`src/rtl/str_to_num_pkg.sv`:
```
// Shared definitions for the ASCII number-token parsers.
// Parser FSM state encoding and the ASCII code points the parsers match on.
package str_to_num_pkg;

    typedef enum logic [2:0] {
        IDLE  = 3'd0,
        NEG   = 3'd1,
        LEAD0 = 3'd2,
        DEC   = 3'd3,
        HEXF  = 3'd4,
        HEX   = 3'd5,
        SEND  = 3'd6
    } state_t;

    localparam logic [7:0] CH_0     = 8'h30;
    localparam logic [7:0] CH_9     = 8'h39;
    localparam logic [7:0] CH_LA    = 8'h61;
    localparam logic [7:0] CH_LF    = 8'h66;
    localparam logic [7:0] CH_UA    = 8'h41;
    localparam logic [7:0] CH_UF    = 8'h46;
    localparam logic [7:0] CH_LX    = 8'h78;
    localparam logic [7:0] CH_UX    = 8'h58;
    localparam logic [7:0] CH_MINUS = 8'h2D;

endpackage

```
`src/rtl/ascii_digit_decode.sv`:
```
// Classifies one ASCII character as a decimal and/or hex digit and gives its value.
// Purely combinational; there is no handshake, so it cannot apply backpressure.
module ascii_digit_decode
    import str_to_num_pkg::*;
(
    input  logic [7:0] ch,
    output logic       is_dec,
    output logic       is_hex,
    output logic [3:0] nibble
);

    logic is_lo;
    logic is_up;

    always_comb begin
        is_dec = (ch >= CH_0) && (ch <= CH_9);
        is_lo  = (ch >= CH_LA) && (ch <= CH_LF);
        is_up  = (ch >= CH_UA) && (ch <= CH_UF);
        is_hex = is_dec || is_lo || is_up;
        nibble = 4'd0;
        // Letters a-f and A-F both have low nibble 1..6, so adding 9 yields 10..15.
        if (is_dec) begin
            nibble = ch[3:0];
        end else if (is_lo || is_up) begin
            nibble = ch[3:0] + 4'd9;
        end
    end

endmodule

```
`src/rtl/str_to_num_param.sv`:
```
// Converts an ASCII byte stream into one NUM_W-bit integer per number token.
// The result is valid one cycle after the terminator is consumed.
// Input is stalled (s_rdy=0) only while a result waits for n_rdy.
module str_to_num_param
    import str_to_num_pkg::*;
#(
    parameter int NUM_W     = 32,
    parameter int SIGNED_EN = 1,
    parameter int HEX_EN    = 1,
    parameter int SATURATE  = 1
) (
    input  logic             clk,
    input  logic             rst,
    input  logic [7:0]       s_dtm,
    input  logic             s_vld,
    output logic             s_rdy,
    output logic [NUM_W-1:0] n_dtm,
    output logic             n_ovf,
    output logic             n_err,
    output logic             n_vld,
    input  logic             n_rdy
);

    localparam int ACC_W = NUM_W + 4;
    localparam logic [ACC_W-1:0] ONE   = ACC_W'(1);
    localparam logic [ACC_W-1:0] LIM_U = (ONE << NUM_W) - ONE;
    localparam logic [ACC_W-1:0] LIM_P = (ONE << (NUM_W - 1)) - ONE;
    localparam logic [ACC_W-1:0] LIM_N = ONE << (NUM_W - 1);

    state_t state;
    state_t state_nxt;

    logic [ACC_W-1:0] acc;
    logic             neg;
    logic             ovf;

    logic             is_dec;
    logic             is_hex;
    logic [3:0]       nib;
    logic             zero_hex;
    logic             is_minus;
    logic             is_x;

    logic [ACC_W-1:0] lim;
    logic [ACC_W-1:0] dec_upd;
    logic [ACC_W-1:0] hex_upd;
    logic [ACC_W-1:0] upd_raw;
    logic             upd_ovf;
    logic [ACC_W-1:0] acc_upd;
    logic [NUM_W-1:0] mag;
    logic [NUM_W-1:0] value;

    ascii_digit_decode u_dec (
        .ch     (s_dtm),
        .is_dec (is_dec),
        .is_hex (is_hex),
        .nibble (nib)
    );

    assign zero_hex = (HEX_EN != 0) && (s_dtm == CH_0);
    assign is_minus = (SIGNED_EN != 0) && (s_dtm == CH_MINUS);
    assign is_x     = (s_dtm == CH_LX) || (s_dtm == CH_UX);

    // The accumulator never holds more than NUM_W significant bits between
    // digits, so the 4 spare bits absorb one x10 or x16 step without loss.
    always_comb begin
        if (SIGNED_EN == 0)  lim = LIM_U;
        else if (neg)        lim = LIM_N;
        else                 lim = LIM_P;
        dec_upd = (acc << 3) + (acc << 1) + {{(ACC_W-4){1'b0}}, nib};
        hex_upd = {acc[ACC_W-5:0], nib};
        upd_raw = (state == HEX) ? hex_upd : dec_upd;
        upd_ovf = upd_raw > lim;
        acc_upd = upd_raw;
        if (upd_ovf) acc_upd = (SATURATE != 0) ? lim : (upd_raw & LIM_U);
        mag   = acc[NUM_W-1:0];
        value = neg ? -mag : mag;
    end

    always_ff @(posedge clk) begin
        if (rst) state <= IDLE;
        else     state <= state_nxt;
    end

    always_comb begin
        state_nxt = state;
        if (state == SEND) begin
            if (n_rdy) state_nxt = IDLE;
        end else if (s_vld) begin
            case (state)
                IDLE: begin
                    if (zero_hex)      state_nxt = LEAD0;
                    else if (is_dec)   state_nxt = DEC;
                    else if (is_minus) state_nxt = NEG;
                end
                NEG: begin
                    if (zero_hex)    state_nxt = LEAD0;
                    else if (is_dec) state_nxt = DEC;
                    else             state_nxt = IDLE;
                end
                LEAD0: begin
                    if (is_x)        state_nxt = HEXF;
                    else if (is_dec) state_nxt = DEC;
                    else             state_nxt = SEND;
                end
                DEC:     state_nxt = is_dec ? DEC : SEND;
                HEXF:    state_nxt = is_hex ? HEX : SEND;
                HEX:     state_nxt = is_hex ? HEX : SEND;
                default: state_nxt = IDLE;
            endcase
        end
    end

    always_comb begin
        s_rdy = (state != SEND);
        n_vld = (state == SEND);
    end

    always_ff @(posedge clk) begin
        if (rst) begin
            acc   <= '0;
            neg   <= 1'b0;
            ovf   <= 1'b0;
            n_dtm <= '0;
            n_ovf <= 1'b0;
            n_err <= 1'b0;
        end else begin
            if (state == SEND) begin
                if (n_rdy) begin
                    acc <= '0;
                    neg <= 1'b0;
                    ovf <= 1'b0;
                end
            end else if (s_vld) begin
                case (state)
                    IDLE, NEG: begin
                        if (is_dec)             acc <= {{(ACC_W-4){1'b0}}, nib};
                        else if (state == NEG)  neg <= 1'b0;
                        else if (is_minus)      neg <= 1'b1;
                    end
                    LEAD0: if (is_dec) acc <= {{(ACC_W-4){1'b0}}, nib};
                    HEXF:  if (is_hex) acc <= {{(ACC_W-4){1'b0}}, nib};
                    DEC, HEX: begin
                        if ((state == DEC) ? is_dec : is_hex) begin
                            acc <= acc_upd;
                            ovf <= ovf | upd_ovf;
                        end
                    end
                    default: ;
                endcase
            end
            // Result is captured on the terminator so it stays frozen through SEND.
            if ((state != SEND) && (state_nxt == SEND)) begin
                n_dtm <= (state == HEXF) ? '0 : value;
                n_ovf <= (state == HEXF) ? 1'b0 : ovf;
                n_err <= (state == HEXF);
            end
        end
    end

endmodule

```
`config.mk`:
```
export PLATFORM = sky130hd
export DESIGN_NAME = str_to_num_param
export DESIGN_NICKNAME = d
export VERILOG_FILES = /design/src/rtl/str_to_num_pkg.sv /design/src/rtl/ascii_digit_decode.sv /design/src/rtl/str_to_num_param.sv
export SDC_FILE = /design/constraint.sdc
export NUM_CORES = 1
export LEC_CHECK = 0
export ABC_AREA = 1
export CAP_MARGIN = 20
export CORE_MARGIN = 4
export CORE_UTILIZATION = 55
export DETAILED_ROUTE_END_ITERATION = 16
export PLACE_DENSITY = 0.79
export REMOVE_ABC_BUFFERS = 1
export SLEW_MARGIN = 10
export SYNTH_ARGS = -nofsm -noshare
export SYNTH_HDL_FRONTEND = slang
export SYNTH_SLANG_ARGS = --single-unit
export TNS_END_PERCENT = 20
```
`constraint.sdc`:
```
create_clock -name clk -period 13.8 [get_ports clk]
set_input_delay 3.45 -clock clk [delete_from_list [all_inputs] [get_ports clk]]
set_output_delay 3.45 -clock clk [all_outputs]
set_load 0.1 [all_outputs]
```
==> metrics.log <==
INFO  metric outcome = finished, final reports clean
INFO  metric synth.ff_latch_count = 74
INFO  metric n_antenna_cell = 0
INFO  metric slew_viol_final = 0
INFO  metric totalPowerFinal = 501 uW
INFO  metric critPathArrivalTime = roughly 9.1 ns
INFO  metric cts.repair.resized = 0
INFO  metric number_of_buffers_added_by_the_clock_tree_synthesis_step = 9
INFO  metric floorplan.die.height = approximately 130 um
INFO  metric class_of_the_most_critical_hold_timing_path = flip-flop to flip-flop
INFO  metric yosys.cell_count.top_type = sky130_fd_sc_hd__nand2_1
INFO  metric ant_nets = 0
INFO  metric preCtsSetupSlack = roughly 4.6 ns
INFO  metric port_buffers = 47
INFO  metric post_synth_instance_area = roughly 7700 um^2
INFO  metric initial_utilization = 56.0%
INFO  metric design.portCount = 48
INFO  metric drcViolationCount = 0
INFO  metric tritoncts_clock_tree = yes
INFO  metric tritoncts_sinks = 74
INFO  metric worst_clock_skew = between 0.007 and 0.008 ns
INFO  metric xor_xnor_cell_area_share_of_the_yosys_netlist = around 5.5%
INFO  metric yosysWarnings = 0
INFO  metric data_required_time_of_the_worst_path = 13.99 ns
INFO  metric finalHoldViolations = 0
INFO  metric cellLeakagePower = roughly 4.6 nW
INFO  metric cts_post_setup_buffers_inserted = 0
INFO  metric fraction_of_the_mapped_netlist_area_in_simple_logic_gates = roughly a third
INFO  metric synth-seq-area-share = a little under a fifth
INFO  metric yosys-mux-area-fraction = less than 1%
INFO  metric synth_adder_area_share = 17.2%
INFO  metric global_route_wire_length_before_repair = roughly 35 mm
INFO  metric power_density = about 58 nW/um^2
INFO  metric placed_instance_area = about 8300 um^2
INFO  metric core-area = approximately 14000 um^2
INFO  metric synth_top_family_by_area = simple AND/OR/NAND/NOR gates
INFO  metric globalRouteTotalUtil = between 20% and 30%
INFO  metric post-route-min-period = ~8.9 ns
INFO  metric most_prevalent_standard_cell_on_the_critical_path = sky130_fd_sc_hd__nand2_1
INFO  metric final_instance_area = 8660 um^2
INFO  metric globalRouteOverflowTotal = 0
INFO  metric start_kind = input port
INFO  metric setup_total_negative_slack = 0 ns
INFO  metric synth-edff-count = 0
INFO  metric ctsRootBufferMaster = sky130_fd_sc_hd__clkbuf_16
INFO  metric die_w = 127 um
INFO  metric setup_viol = 0
INFO  metric synth_flop_cell = sky130_fd_sc_hd__dfxtp_1
INFO  metric max_ir_drop_vdd = 78.2 uV
INFO  metric maxCapViolations = 0
INFO  metric routedWlPerCell = 14.3 um
INFO  metric maxSlewHeadroom = 32.7%
INFO  metric drt-vias-per-instance = between 5 and 6
INFO  metric worstMarginPinSlew = between 1 and 1.5 ns
INFO  metric synth_compound_gate_area_share = ~15%
INFO  metric dpl.hpwl = ~16 mm
INFO  metric flow.area_growth_from_synthesis = 11.7%
INFO  metric vias = 8100
INFO  metric synth_top_cells_by_area = sky130_fd_sc_hd__dfxtp_1 19%, sky130_fd_sc_hd__nand2_1 17%, sky130_fd_sc_hd__ha_1 17%, sky130_fd_sc_hd__a21oi_1 8.9%, sky130_fd_sc_hd__nand3_1 6.0%
INFO  metric dr.first_iter.drc_count = approximately 500
INFO  metric cts_hold_repair.buffers = 0
INFO  metric clock_path_buffers = 2
INFO  metric cell_types_with_the_highest_counts_after_synthesis = 348 x sky130_fd_sc_hd__nand2_1, 137 x sky130_fd_sc_hd__a21oi_1, 120 x sky130_fd_sc_hd__inv_1
INFO  metric critical-path-slowest-cell = sky130_fd_sc_hd__clkdlybuf4s50_1
INFO  metric unrepaired_setup_endpoints_after_global_routing = no
INFO  metric timing.final.crit_share = between 60 and 70%
INFO  metric antenna_found_initial = 0
INFO  metric cp_max_fo = 28
INFO  metric slowest_delay = 0.54 ns
INFO  metric worst_skew_pair.late_latency = 0.34 ns
INFO  metric final_nets = roughly 1400
INFO  metric critPathCaptureType = flip-flop
INFO  metric post_route_cells_drive_above_1_share = between 4 and 5%
INFO  metric async_reset_ff_share = 0%
INFO  metric synthesis.instances = roughly 1200
INFO  metric grt_max_degree = 68
INFO  metric fmax = about 110 MHz
INFO  metric clkTransAtPathRegs = approximately 0.06 ns
INFO  metric first_pass_iters = 7
INFO  metric worst_setup_path_class = input port to flip-flop
INFO  metric detail_route.wirelength = around 21 mm
INFO  metric synthDominantCellAreaShare = between 10% and 20%
INFO  metric cts-htree-levels = 3
INFO  metric worst_slack = between 4 and 5 ns
INFO  metric std_cell_rows = 43
INFO  metric synthDominantAreaCellType = sky130_fd_sc_hd__dfxtp_1
INFO  metric die_area = around 16000 um^2
INFO  metric synth_cell_types = 46
INFO  metric vias_in_the_first_global_route = ~7600
INFO  metric gp_routability_congestion = 0.947
INFO  metric post_synth.cell_area_avg = approximately 6.2 um^2
==> layout by cell type (no fill, tap or decap), types with 3 or more instances in the layout <==
cell and count:
sky130_fd_sc_hd__xor2_1 25, sky130_fd_sc_hd__bufinv_16 3, sky130_fd_sc_hd__nor4_1 6, sky130_fd_sc_hd__a31oi_1 5, sky130_fd_sc_hd__nor2_1 112, sky130_fd_sc_hd__buf_4 5, sky130_fd_sc_hd__clkdlybuf4s50_1 46, sky130_fd_sc_hd__nand3b_1 10
sky130_fd_sc_hd__and2_1 3, sky130_fd_sc_hd__ha_1 103, sky130_fd_sc_hd__nor3_1 19, sky130_fd_sc_hd__or2_2 8, sky130_fd_sc_hd__xnor2_1 24, sky130_fd_sc_hd__nand3_1 93, sky130_fd_sc_hd__o21ai_1 3, sky130_fd_sc_hd__clkbuf_16 9
sky130_fd_sc_hd__inv_1 120, sky130_fd_sc_hd__o21ai_0 49, sky130_fd_sc_hd__nor2_2 4, sky130_fd_sc_hd__clkinvlp_4 3, sky130_fd_sc_hd__o21a_1 3, sky130_fd_sc_hd__nand4_1 14, sky130_fd_sc_hd__nand2_1 348, sky130_fd_sc_hd__o21bai_1 5
sky130_fd_sc_hd__dfxtp_1 73, sky130_fd_sc_hd__inv_2 8, sky130_fd_sc_hd__a21oi_1 137, sky130_fd_sc_hd__o211ai_1 3
==> layer usage <==
layer | global-route usage, % | part of all wire (%) | wire length [um]
met1 | 31.7 | 43 | 9030
met2 | 45.8 | 49 | 10200
met3 | 3.58 | 4.5 | 927
met4 | 9.21 | 3.3 | 694
met5 | 0 | 0 | 0
==> through the flow <==
stage,utilization (%),hold slack (ns),instances
finish,62.6,0.457,1452
global route,62.6,0.474,1452
CTS,62.6,0.459,1452
detailed placement,60.1,0.449,1436
global placement,60.1,0.438,1436
floorplan,-,0.427,1204
==> kinds of logic after synthesis <==
| logic type | after synthesis |
|---|---|
| and+or+nand+nor | 630 |
| AOI/OAI and AO/OA | 215 |
| buffers and inverters | 166 |
| adders and majority gates | 105 |
| DFF | 74 |
| xor gates and xnor gates | 49 |
| muxes | 1 |
==> path summary, 6_finish.rpt <==
path         slack, ns  depth (start not counted)  endpoint  startpoint
max               4.89                         34   acc[31]    s_dtm[0]
min reg2reg       0.46                          2   acc[33]     acc[33]
max reg2reg       9.18                         25   acc[31]      acc[2]
min               0.46                          2   acc[33]     acc[33]
==> sequential cells by signal, summed over array words and instances (netlist names) <==
signal / count
acc: 35
n_dtm: 32
state: 3
n_err: 1
n_ovf: 1
neg: 1
ovf: 1
==> final cells by class <==
cell class | count | area, um^2
tap | 180 | 225
inverter | 130 | 488
multi-input combinational | 1000 | 5610
clock inverter | 7 | 118
fill | 1333 | 5170
clock buffer | 9 | 225
timing repair buffer | 52 | 503
sequential | 74 | 1480
==> worst max-delay path: cells and delay by family <==
family	cells	cell delay (ns)
AOI/OAI and AO/OA	6	0.99
buffers and inverters	5	0.87
adders and majority gates	5	1.35
xor gates and xnor gates	1	0.18
and+or+nand+nor	17	2.24
==> power by group <==
| group | leakage [nW] | internal [mW] | switching, mW |
|---|---|---|---|
| registers | 0.596 | 0.214 | 0.000423 |
| logic | 3.87 | 0.00662 | 0.0127 |
| clock network | 0.158 | 0.176 | 0.0910 |
Power figures use the tool's default switching activity.
==> edit (same flow settings) <==
Change the parameter `SATURATE` from 1 to 0.
--- a/src/rtl/str_to_num_param.sv
+++ b/src/rtl/str_to_num_param.sv
@@ -7,7 +7,7 @@
     parameter int NUM_W     = 32,
     parameter int SIGNED_EN = 1,
     parameter int HEX_EN    = 1,
-    parameter int SATURATE  = 1
+    parameter int SATURATE  = 0
 ) (
     input  logic             clk,
     input  logic             rst,
Function: no difference found for any inputs over 4 cycles, from zero or initial values and one cycle with rst high; that may be too few to reach the edited logic, so the function may still have changed.
==> edit against the unedited design <==
Wire length is 4.3% lower. Fmax grew 6.2%. Hold slack got worse by 0.013 ns. Die area down 2.8%. Power grew 1.3%. Synthesized area shrank 3.0%. Clock power increased by 2%. Design area is 2.5% lower. Sequential power barely moved. Setup slack improved by 0.52 ns. Core utilization grew 0.88 points. Sequential cell count unchanged. Non-clock buffer count fell by 1. Largest power group unchanged.
==> edit: results (changes against the unedited design) <==
[cts]
clk_latency_ns=0.35
cts_root_buffer=clkbuf_16
htreeDepth=3  ; unchanged
cts_resized=0  ; unchanged
cts_made_buffers=9  ; unchanged
clk_pin_slew_worst_paths_ns=0.06  ; about the same
post_cts_buffers=0  ; unchanged
hold_buffers=0  ; unchanged

[critical_path]
cpPeakStageDelay_ns=0.56  ; +0.02 ns
cp.arrival_ns=8.67  ; -0.43 ns
rrSetupSlack_ns=9.67  ; +0.49 ns
crit_fanout=9  ; -68%
cpMaxStageDelayCell=clkdlybuf4s50_1

[power_and_ir_drop]
p_leak_nw=4.36  ; -5.7%
peakVddDrop_mv=0.0476  ; -39%

[placed_design]
hpwl_um=14800  ; -8.3%
io_buffer_count=47  ; unchanged
placed_cell_area_mm2=0.00810  ; -2.6%
gp_congestion=0.950  ; +0.27%

[synth]
synthTopCellsByArea=dfxtp_1 (20%), nand2_1 (19%), ha_1 (17%)
synth_commonest_cells=nand2_1 (373), nor2_1 (141), a21oi_1 (138), inv_1 (120), ha_1 (103)
synth-warning-count=0  ; unchanged
synth-seq-area-share_pct=19.7  ; +0.59 points
async_flop_share_pct=0  ; unchanged
ys_dominant_reg_cell=dfxtp_1
syn_area_per_cell_um2=6.24  ; about the same
yosys.cell_types.count=49  ; +6.5%

[global_route]
antenna_found_initial=0  ; unchanged
grt_usage_pct=25.7  ; -0.055 points
grt_pass1_vias=7267  ; -4.1%
grt_pass1_wl_um=33600  ; -3.4%
grt_max_degree=70  ; +2.9%

[routing]
num_vias=7681  ; -5.2%
drt_pre_antenna_iters=8  ; +1
finalWirelength_um=19900  ; -4.3%
drt_iter0_markers=558  ; +12%

[cells_and_area]
largestRegisters=acc: 35 flops, n_dtm: 32 flops, state: 3 flops
antenna_cells=0  ; unchanged
drive_gt1_share_pct=3.79  ; -0.30 points
layout.nets=1353  ; -2.2%
nFillCells=1263  ; -5.3%

[run_status]
status=finished clean

[timing]
slew_headroom_pct=30.8  ; -1.9 points
fin_skew_ns=0.00699  ; -0.000697 ns
holdWs_ns=0.444  ; -0.0129 ns

[edit: final cells by class]
class	instances	area [um^2]	share of cell area, %
clock buffers	9	225	2.67
clock inverters	7	118	1.39
inverters	130	488	5.78
multi-input cells	970	5410	64.1
flip-flops and latches	74	1480	17.6
well taps	176	220	2.61
repair buffers	51	495	5.87
[edit: where the power goes]
part	internal [mW]	leakage, nW	switching [mW]
Combinational	0.00643	3.59	0.0131
Clock	0.176	0.169	0.0969
Sequential	0.214	0.596	0.000303
Total	0.397	4.36	0.110
[edit: logic make-up (layout without fill, tap and decap cells)]
group / Yosys count / in the layout / synth area share, %
AO/OA/AOI/OAI: 202 / 202 / 14.5
XOR/XNOR: 55 / 55 / 6.41
adder cells (fa/ha/maj): 105 / 105 / 17.7
buffers and inverters: 160 / 197 / 8.39
flip-flops: 74 / 74 / 19.7
AND/OR/NAND/NOR: 608 / 608 / 33.3
[edit: per-stage QoR]
step / worst slack, ns / total power [mW] / instances
2_1_floorplan: 6.27 / 0.228 / 1174
6_report: 5.41 / 0.507 / 1417
5_1_grt: 4.92 / 0.521 / 1417
3_5_place_dp: 5.09 / 0.238 / 1401
3_3_place_gp: 5.27 / 0.238 / 1401
4_1_cts: 5.43 / 0.512 / 1417
[edit: worst max-delay path, delay by kind of cell]
family	cells	cell delay [ns]
adder cells (fa/ha/maj)	4	1.52
buffers and inverters	6	0.99
XOR/XNOR	1	0.16
AND/OR/NAND/NOR	19	1.95
AO/OA/AOI/OAI	4	0.59
[edit: worst paths after layout]
check,start,endpoint,cells past startpoint
setup / recovery,s_dtm[0],ovf,34
hold / removal,acc[33],acc[33],2
setup reg to reg,acc[0],ovf,25
hold reg to reg,acc[33],acc[33],2
[edit: routing by layer]
layer | track usage, % | wire (um) | up-vias
li1 | - | - | 3975
met1 | 33.3 | 8970 | 3432
met2 | 42.9 | 9150 | 227
met3 | 3.64 | 1210 | 47
met4 | 10.9 | 602 | 0
met5 | 0 | 0 | -
